--- src/rtl/ring_store_pkg.sv ---
// Shared sizing and bit helpers for the ring store: word width, slot count,
// even parity and slot extraction from the generator address.
package ring_pkg;

    function automatic int word_bits(input int counter_size);
        return 1 << (counter_size + 1);
    endfunction

    function automatic int ring_depth(input int counter_size);
        return 1 << counter_size;
    endfunction

    function automatic logic even_parity(input logic [63:0] v);
        return ^v;
    endfunction

    // Slot is the address field above the bit-within-word counter.
    function automatic int slot_index(input logic [63:0] adrs, input int counter_size);
        return int'((adrs >> (counter_size + 1)) & ((64'd1 << counter_size) - 64'd1));
    endfunction

endpackage

--- src/rtl/ring_store_if.sv ---
// Generator/transmitter-facing signals of ring_store; master drives the
// address, strobes and serial input, slave is the store itself.
interface ring_store_if #(parameter int COUNTER_SIZE = 2);

    logic [2*COUNTER_SIZE:0] ramadrs;
    logic                    oeenable;
    logic                    outstrobe;
    logic                    indata;
    logic                    outdata;
    logic                    out_valid;
    logic                    frame_mark;
    logic                    parity_err;

    modport master (
        output ramadrs, oeenable, outstrobe, indata,
        input  outdata, out_valid, frame_mark, parity_err
    );

    modport slave (
        input  ramadrs, oeenable, outstrobe, indata,
        output outdata, out_valid, frame_mark, parity_err
    );

endinterface

--- src/rtl/ring_store_mem.sv ---
// DEPTH x DW word store, combinational read of the addressed slot and
// write on the same edge, so a commit sees the old word; never reset.
module ring_store_mem #(
    parameter int DEPTH = 4,
    parameter int DW    = 8,
    parameter int AW    = 2
) (
    input  logic          clock,
    input  logic          we,
    input  logic [AW-1:0] addr,
    input  logic [DW-1:0] wr_dat,
    output logic [DW-1:0] rd_dat
);

    logic [DW-1:0] mem [DEPTH];

    assign rd_dat = mem[addr];

    always_ff @(posedge clock) begin
        if (we) begin
            mem[addr] <= wr_dat;
        end
    end

endmodule

--- src/rtl/ring_store.sv ---
// Serial ring delay: output is the input stream delayed (DEPTH+1)*W clocks, no backpressure.
// Define RING_STORE_PARITY_EN to store a parity bit per word and pulse parity_err on read-back mismatch.
module ring_store
    import ring_pkg::*;
#(
    parameter int COUNTER_SIZE = 2
) (
    input  logic        clock,
    input  logic        reset,
    ring_store_if.slave bus
);

    localparam int W     = word_bits(COUNTER_SIZE);
    localparam int DEPTH = ring_depth(COUNTER_SIZE);
    localparam int AW    = COUNTER_SIZE;
    localparam int CW    = $clog2(DEPTH + 2);
`ifdef RING_STORE_PARITY_EN
    localparam int DW    = W + 1;
`else
    localparam int DW    = W;
`endif

    localparam logic [CW-1:0] CNT_MAX   = CW'(DEPTH + 1);
    localparam logic [CW-1:0] CNT_PRIME = CW'(DEPTH);

    logic [W-1:0]  sreg;
    logic [W-1:0]  oreg;
    logic [CW-1:0] commit_cnt;
    logic [CW-1:0] cnt_nxt;
    logic          out_valid_q;
    logic          frame_mark_q;
    logic [AW-1:0] slot;
    logic [DW-1:0] wr_dat;
    logic [DW-1:0] rd_dat;

    assign slot = AW'(slot_index(64'(bus.ramadrs), COUNTER_SIZE));

`ifdef RING_STORE_PARITY_EN
    assign wr_dat = {even_parity(64'(sreg)), sreg};
`else
    assign wr_dat = sreg;
`endif

    ring_store_mem #(
        .DEPTH (DEPTH),
        .DW    (DW),
        .AW    (AW)
    ) u_mem (
        .clock  (clock),
        .we     (bus.oeenable),
        .addr   (slot),
        .wr_dat (wr_dat),
        .rd_dat (rd_dat)
    );

    always_comb begin
        cnt_nxt = commit_cnt;
        if (bus.oeenable && (commit_cnt != CNT_MAX)) begin
            cnt_nxt = commit_cnt + 1'b1;
        end
    end

    always_ff @(posedge clock or posedge reset) begin
        if (reset) begin
            sreg         <= '0;
            oreg         <= '0;
            commit_cnt   <= '0;
            out_valid_q  <= 1'b0;
            frame_mark_q <= 1'b0;
        end else begin
            sreg         <= {sreg[W-2:0], bus.indata};
            commit_cnt   <= cnt_nxt;
            out_valid_q  <= (cnt_nxt == CNT_MAX);
            frame_mark_q <= bus.outstrobe & out_valid_q;
            if (bus.oeenable) begin
                oreg <= rd_dat[W-1:0];
            end else begin
                oreg <= {oreg[W-2:0], 1'b0};
            end
        end
    end

`ifdef RING_STORE_PARITY_EN
    logic parity_err_q;

    // Slots are only trusted once every slot has been written since reset.
    always_ff @(posedge clock or posedge reset) begin
        if (reset) begin
            parity_err_q <= 1'b0;
        end else begin
            parity_err_q <= bus.oeenable && (commit_cnt >= CNT_PRIME) &&
                            (even_parity(64'(rd_dat[W-1:0])) != rd_dat[W]);
        end
    end

    assign bus.parity_err = parity_err_q;
`else
    assign bus.parity_err = 1'b0;
`endif

    assign bus.outdata    = oreg[W-1] & out_valid_q;
    assign bus.out_valid  = out_valid_q;
    assign bus.frame_mark = frame_mark_q;

endmodule

--- src/flat_wrapper.sv ---
// flat-port wrapper written by rule: the top's interface ports become plain ports
module ring_store_flat import ring_pkg::*;
#(
    parameter int COUNTER_SIZE = 2
)
  (clock, reset, bus_ramadrs, bus_oeenable, bus_outstrobe, bus_indata, bus_outdata, bus_out_valid, bus_frame_mark, bus_parity_err);
  ring_store_if #(.COUNTER_SIZE(COUNTER_SIZE)) bus_i ();
  input  logic clock;
  input  logic reset;
  input wire logic [$bits(bus_i.ramadrs)-1:0] bus_ramadrs;
  input wire logic [$bits(bus_i.oeenable)-1:0] bus_oeenable;
  input wire logic [$bits(bus_i.outstrobe)-1:0] bus_outstrobe;
  input wire logic [$bits(bus_i.indata)-1:0] bus_indata;
  output wire logic [$bits(bus_i.outdata)-1:0] bus_outdata;
  output wire logic [$bits(bus_i.out_valid)-1:0] bus_out_valid;
  output wire logic [$bits(bus_i.frame_mark)-1:0] bus_frame_mark;
  output wire logic [$bits(bus_i.parity_err)-1:0] bus_parity_err;
  assign bus_i.ramadrs = bus_ramadrs;
  assign bus_i.oeenable = bus_oeenable;
  assign bus_i.outstrobe = bus_outstrobe;
  assign bus_i.indata = bus_indata;
  assign bus_outdata = bus_i.outdata;
  assign bus_out_valid = bus_i.out_valid;
  assign bus_frame_mark = bus_i.frame_mark;
  assign bus_parity_err = bus_i.parity_err;
  ring_store #(.COUNTER_SIZE(COUNTER_SIZE)) u_core (.clock(clock), .reset(reset), .bus(bus_i));
endmodule
--- config.mk ---
export PLATFORM = sky130hd
export DESIGN_NAME = ring_store_flat
export DESIGN_NICKNAME = d
export VERILOG_FILES = /design/src/rtl/ring_store_pkg.sv /design/src/rtl/ring_store_if.sv /design/src/rtl/ring_store_mem.sv /design/src/rtl/ring_store.sv /design/src/flat_wrapper.sv
export SDC_FILE = /design/constraint.sdc
export NUM_CORES = 1
export LEC_CHECK = 0
export ABC_AREA = 1
export CAP_MARGIN = 20
export CORE_ASPECT_RATIO = 1.4
export CORE_UTILIZATION = 50
export DETAILED_ROUTE_END_ITERATION = 10
export GPL_TIMING_DRIVEN = 1
export PLACE_DENSITY = 0.69
export SYNTH_ARGS = -nofsm -noshare
export SYNTH_HDL_FRONTEND = slang
export SYNTH_SLANG_ARGS = --single-unit
--- constraint.sdc ---
create_clock -name clock -period 2.72 [get_ports clock]
set_input_delay 0.408 -clock clock [delete_from_list [all_inputs] [get_ports clock]]
set_output_delay 0.408 -clock clock [all_outputs]
set_load 0.03 [all_outputs]
==> results.py, run 1 <==
metrics = {
    "status": {
        "status": "complete, but fails checks",
        "violations": "design-rule violations",
    },
    "detailed_routing": {
        "vias": 1217,
        "postRouteWirelength_um": 3156,
        "wl_per_cell_um": 12.88,
        "drtIter0Drc": 48,
        "firstDrtPassIters": 7,
        "via_per_inst": 4.967,
        "drc": 2,
        "postRouteAntennaNets": 0,
    },
    "critical_path": {
        "critPathMaxFanout": 3,
        "critPathSlowestCell": "clkdlybuf4s50_1",
        "startpoint": "u_core.bus.out_valid",
        "crit_path_max_incr_delay_ns": 0.66,
        "arrival_ns": 1.44,
        "path_class": "reg2out",
        "worst-path-buf-inv": 2,
        "critical_path_required_ns": 2.31,
        "cp_cell_sequence": "nand2_1 > inv_1 > clkdlybuf4s50_1",
        "r2r-start": "u_core.commit_cnt[0]",
        "crit_family": "buffers and inverters",
        "cp-end-kind": "primary output",
        "reg2reg_slack_ns": 1.51,
        "critPathLaunchType": "flip-flop",
    },
    "sta": {
        "final-max-slew-violation-count": 0,
        "hold_violations": 0,
        "tightest_slew_ns": 0.8070,
        "finalSetupViolCount": 0,
        "slew_headroom_pct": 46.14,
        "fin_crit_ns": 1.851,
        "min_period_over_period_pct": 68.06,
        "fmax_mhz": 540.2,
        "tns_ns": 0,
        "rsz0062_at_grt": "false",
        "worst_clock_skew_ns": 0.005073,
    },
    "cts": {
        "numCtsBuffers": 5,
        "clk_latency_ns": 0.31,
        "cts_resized": 0,
        "clock-sinks": 53,
        "clkSlewWorstSetupHoldPaths_ns": 0.09,
        "root_buffer": "clkbuf_8",
        "h-tree-depth": 2,
        "clock_path_buffers": 2,
        "cts_setup_buffers": 0,
        "cts_tree": "yes",
        "postCtsHoldBufs": 0,
    },
    "yosys": {
        "ys_ff_latch": 53,
        "ys_types": 18,
        "synth_area_um2": 2101,
        "synth_nets": 199,
        "syn-instance-count": 187,
        "yosysSeqAreaShare_pct": 70.76,
        "ys_warn_count": 0,
        "syn_avg_cell_area_um2": 11.23,
    },
    "global_routing": {
        "use_met2_pct": 28.69,
        "grt_pass1_vias": 1187,
        "grtUsageMet3_pct": 3.583,
        "grt_use_total_pct": 15.80,
        "antenna_found_initial": 0,
        "met1_usage_pct": 16.67,
        "grt_start_max_net_pins": 22,
        "grt_pass1_wl_um": 5161,
        "grt_overflow": 0,
        "grt.busiest_layer": "met2",
    },
    "finish": {
        "multiInputGateArea_um2": 485.5,
        "drive_gt1_share_pct": 10.89,
        "layout_commonest_cell": "nand2_1",
        "fin_util_pct": 57.63,
        "syn2layout_area_growth_pct": 9.351,
        "fill_cells": 333,
        "diodes": 0,
        "layout_common_cells": "nand2_1, edfxtp_1, dfrtp_1, inv_1, clkdlybuf4s50_1",
        "fin_cells": 245,
        "seq_area_um2": 1486,
        "fin_nets": 213,
    },
    "pwr": {
        "clockPowerShare_pct": 27.0,
        "power_density_nw_per_um2": 697.2,
        "sw_frac_of_total_pct": 26.20,
        "pwr-share-seq_pct": 59.8,
        "combPwrFrac_pct": 13.1,
        "cellLeakagePower_nw": 1.040,
        "power.switching_mw": 0.4195,
        "irDropWorstVdd_v": 0.0003834,
        "p_int_mw": 1.182,
    },
    "min_path": {
        "holdCritStartpoint": "u_core.sreg[3]",
        "min_path_type": "reg2reg",
    },
    "placed_design": {
        "dpl.hpwl_um": 2112,
        "place_congestion": 0.7490,
        "io_buffer_count": 9,
        "place_inst": 237,
    },
    "floorplan": {
        "die_x_um": 56.78,
        "num_rows": 27,
        "initial_core_util_pct": 52.70,
        "die_h_um": 78.70,
        "dieArea_um2": 4468,
        "io-pin-count": 14,
        "core_area_um2": 3986,
    },
    "flow_run": {
        "maxCapViolCount": 0,
    },
}
-- worst reg2reg max path, stage by stage (launching register included) --
cell     delay [ns]
dfrtp_1        0.43
ha_1           0.21
nand2_1        0.14
nand2_1        0.09
nand2_1        0.07
nand2_1        0.06
nand2_1        0.06
nor2_1         0.04
-- metal layers --
| layer | part of all wire (%) | vias to the layer above |
|---|---|---|
| li1 | - | 621 |
| met1 | 42 | 571 |
| met2 | 53 | 18 |
| met3 | 3.3 | 7 |
| met4 | 2.4 | 0 |
| met5 | 0 | - |
-- cell families after synthesis --
family	Yosys count	synth area share, %
compound gates	1	0.4170
fa+ha+maj	2	1.191
buf+inv	19	6.134
flops	53	70.76
other cells	1	0.1785
simple gates	111	21.32
-- area by class of cell --
type                    instances  share of cell area, %
repair buffers                 15                  5.882
inverters                      11                  2.124
flip-flops and latches         53                  64.71
clock inverters                 2                 0.6536
multi-input cells             115                  21.13
clock buffers                   6                  3.159
well taps                      43                  2.342
-- path summary, 6_finish.rpt --
kind                                   endpoint  cells past startpoint
setup / recovery                    bus_outdata                      3
hold / removal                   u_core.sreg[4]                      0
setup reg to reg           u_core.bus.out_valid                      7
hold reg to reg                  u_core.sreg[4]                      0
max in group asynchronous        u_core.sreg[1]                      2
min in group asynchronous        u_core.sreg[7]                      2
-- power groups by stage --
stage,Sequential [mW],Combinational [mW],Clock (mW)
2_1_floorplan,0.979,0.146,0
3_3_place_gp,0.972,0.198,0
3_5_place_dp,0.977,0.213,0
4_1_cts,0.959,0.214,0.438
5_1_grt,0.966,0.238,0.457
6_report,0.958,0.210,0.433
-- registers in the layout (all words and copies together) (netlist names) --
| signal | count |
|---|---|
| u_core.commit_cnt | 3 |
| u_core.u_mem.mem | 32 |
| u_core.bus.frame_mark | 1 |
| u_core.oreg | 8 |
| u_core.sreg | 8 |
| u_core.bus.out_valid | 1 |
-- per-stage QoR --
stage | power, mW | cell area [µm²] | hold WS, ns | setup slack [ns]
3_5_place_dp | 1.190 | 2210 | 0.4209 | 0.5732
3_3_place_gp | 1.170 | 2210 | 0.4164 | 0.5884
6_report | 1.602 | 2297 | 0.4401 | 0.8689
2_1_floorplan | 1.125 | 2101 | 0.3845 | 0.9278
5_1_grt | 1.661 | 2297 | 0.4577 | 0.7857
4_1_cts | 1.611 | 2297 | 0.4413 | 0.8670
-- cells in the mapped netlist --
cell type | number | share of area, %
nand3_1 | 5 | 1.2
nor3_1 | 4 | 0.95
inv_1 | 10 | 1.8
nand2_2 | 7 | 2.1
inv_8 | 1 | 0.54
dfrtp_1 | 21 | 25
edfxtp_1 | 32 | 46
nor2_1 | 3 | 0.54
nand2_1 | 91 | 16
buf_6 | 1 | 0.54
buf_4 | 4 | 1.4
nand4_1 | 1 | 0.30
clkbuf_1 | 1 | 0.18
ha_1 | 2 | 1.2
conb_1 | 1 | 0.18
buf_8 | 1 | 0.71
a21oi_2 | 1 | 0.42
buf_12 | 1 | 0.95
No activity file was read; power rests on OpenSTA's default activity.
==> inputs of run 2 (changes only) <==
Clock period 2.72 ns to 1.9 ns, I/O delays scaled along.
==> run 2 against run 1 <==
The flow still finishes with violations (design-rule violations). Combinational power up 44%. Sequential cell count is the same. Die area unchanged. Critical path type unchanged. Sequential share of layout area down 1.2 points. Critical path depth unchanged. Largest power group unchanged. Non-clock buffer count is 4 higher. Worst setup slack got worse by 0.67 ns. Global-route usage grew 0.60 points. Critical endpoint unchanged. Register-to-register slack worse by 0.81 ns. Power up 46%. Sequential power rose by 43%.
==> results.py, run 2 (same netlist as run 1, synthesis figures left out) <==
metrics = {
    "detailed_routing": {
        "via_per_inst": 4.916,
        "firstDrtPassIters": 7,
        "postRouteAntennaNets": 0,
        "drtIter0Drc": 21,
        "drc": 2,
        "postRouteWirelength_um": 3225,
        "wl_per_cell_um": 12.95,
        "vias": 1224,
    },
    "critical_path": {
        "arrival_ns": 1.41,
        "crit_family": "buffers and inverters",
        "cp-end-kind": "primary output",
        "crit_path_max_incr_delay_ns": 0.65,
        "r2r-start": "u_core.commit_cnt[0]",
        "critPathLaunchType": "flip-flop",
        "worst-path-buf-inv": 2,
        "critPathSlowestCell": "clkdlybuf4s50_1",
        "critPathMaxFanout": 3,
        "cp_cell_sequence": "nand2_1 > inv_1 > clkdlybuf4s50_1",
        "path_class": "reg2out",
        "reg2reg_to": "u_core.bus.out_valid",
        "reg2reg_slack_ns": 0.70,
        "rr_worst_depth": 7,
        "critical_path_required_ns": 1.62,
    },
    "floorplan": {
        "die_h_um": 78.70,
        "dieArea_um2": 4468,
        "io-pin-count": 14,
        "die_x_um": 56.78,
        "initial_core_util_pct": 52.70,
        "core_area_um2": 3986,
        "num_rows": 27,
    },
    "finish": {
        "layout_commonest_cell": "nand2_1",
        "syn2layout_area_growth_pct": 11.38,
        "largest_register": "u_core.u_mem.mem",
        "largest_reg_flops": 32,
        "fin_cells": 249,
        "diodes": 0,
        "final_area_um2": 2340,
        "layout_common_cells": "nand2_1, edfxtp_1, dfrtp_1, inv_1, buf_4",
        "top_regs": "u_core.u_mem.mem (32), u_core.oreg (8), u_core.sreg (8)",
        "fin_nets": 217,
        "drive_gt1_share_pct": 13.11,
        "fin_util_pct": 58.69,
    },
    "cts": {
        "root_buffer": "clkbuf_8",
        "numCtsBuffers": 5,
        "clock_path_buffers": 2,
        "cts_setup_buffers": 0,
        "clk_latency_ns": 0.30,
        "cts_resized": 0,
        "clkSlewWorstSetupHoldPaths_ns": 0.09,
        "postCtsHoldBufs": 0,
        "h-tree-depth": 2,
        "clock-sinks": 53,
        "cts_tree": "yes",
    },
    "global_routing": {
        "use_met2_pct": 29.29,
        "grt_start_max_net_pins": 22,
        "grt_use_total_pct": 16.40,
        "grt_pass1_vias": 1229,
        "antenna_found_initial": 0,
        "grt_overflow": 0,
        "grtUsageMet3_pct": 4.397,
        "grt_pass1_wl_um": 5333,
        "grt.busiest_layer": "met2",
        "met1_usage_pct": 17.57,
    },
    "sta": {
        "final-max-slew-violation-count": 0,
        "fmax_mhz": 588.5,
        "whs_ns": 0.3066,
        "tns_ns": 0,
        "finalSetupViolCount": 0,
        "fin_ws_ns": 0.2008,
        "fin_crit_ns": 1.699,
        "worst_clock_skew_ns": 0.002799,
        "hold_violations": 0,
        "min_period_over_period_pct": 89.43,
        "rsz0062_at_grt": "false",
    },
    "pwr": {
        "clockPowerShare_pct": 28.2,
        "sw_frac_of_total_pct": 25.47,
        "power_mw": 2.331,
        "power_density_nw_per_um2": 996.4,
        "irDropWorstVdd_v": 0.0005975,
        "p_int_mw": 1.738,
        "combPwrFrac_pct": 13.0,
        "power.switching_mw": 0.5937,
        "pwr-share-seq_pct": 58.8,
        "cellLeakagePower_nw": 1.074,
    },
    "status": {
        "violations": "design-rule violations",
        "status": "complete, but fails checks",
    },
    "placed_design": {
        "place_congestion": 0.7803,
        "dpl.hpwl_um": 2257,
        "dp_worst_setup_slack_ns": 0.03709,
        "place_inst": 241,
        "io_buffer_count": 9,
        "dpl_cell_area_um2": 2240,
    },
    "flow_run": {
        "maxCapViolCount": 0,
    },
    "min_path": {
        "min_path_type": "in2async",
    },
}
## run 2: changes by cell type in the layout (fill, tap and decap cells not counted)
| cell | before | now |
|---|---|---|
| buf_4 | 6 | 10 |
| clkinvlp_4 | 2 | 0 |
| clkbuf_1 | 1 | 0 |
| clkbuf_8 | 5 | 6 |
| clkinv_4 | 0 | 1 |
| inv_6 | 0 | 1 |
## run 2: tightest hold or removal path, stage by stage
cell and delay (ns):
clkdlybuf4s50_1 0.39, inv_1 0.05, buf_4 0.27
## run 2: power by group through the flow
stage	combinational (mW)	clock [mW]	sequential, mW
4_1_cts	0.309	0.679	1.37
6_report	0.302	0.658	1.37
2_1_floorplan	0.208	0	1.40
3_5_place_dp	0.308	0	1.40
5_1_grt	0.346	0.737	1.38
3_3_place_gp	0.287	0	1.39
## run 2: worst max path at each step
| stage | slack (ns) | end | cells past startpoint | from |
|---|---|---|---|---|
| final | 0.20 | bus_outdata | 3 | u_core.bus.out_valid |
| after global routing | 0.12 | bus_outdata | 3 | u_core.bus.out_valid |
| after CTS | 0.19 | bus_outdata | 3 | u_core.bus.out_valid |
| after detailed placement | 0.04 | u_core.u_mem.mem[1][7] | 4 | bus_ramadrs[3] |
| after global placement | 0.08 | u_core.u_mem.mem[1][7] | 4 | bus_ramadrs[3] |
| after floorplan | 0.23 | u_core.u_mem.mem[3][0] | 4 | bus_ramadrs[4] |
## run 2: cell type report
| type | count | area (µm²) |
|---|---|---|
| inverters | 11 | 48.80 |
| flip-flops and latches | 53 | 1486 |
| clock inverters | 2 | 17.52 |
| fillers | 334 | 1647 |
| multi-input cells | 115 | 485.5 |
| repair buffers | 19 | 165.2 |
| well taps | 43 | 53.80 |
| clock buffers | 6 | 82.58 |
## run 2: per-layer routing
metal  up-vias  wire length [µm]
met5         -                 0
met4         0                63
met3         8                98
met2        17              1727
met1       573              1336
li1        626                 -
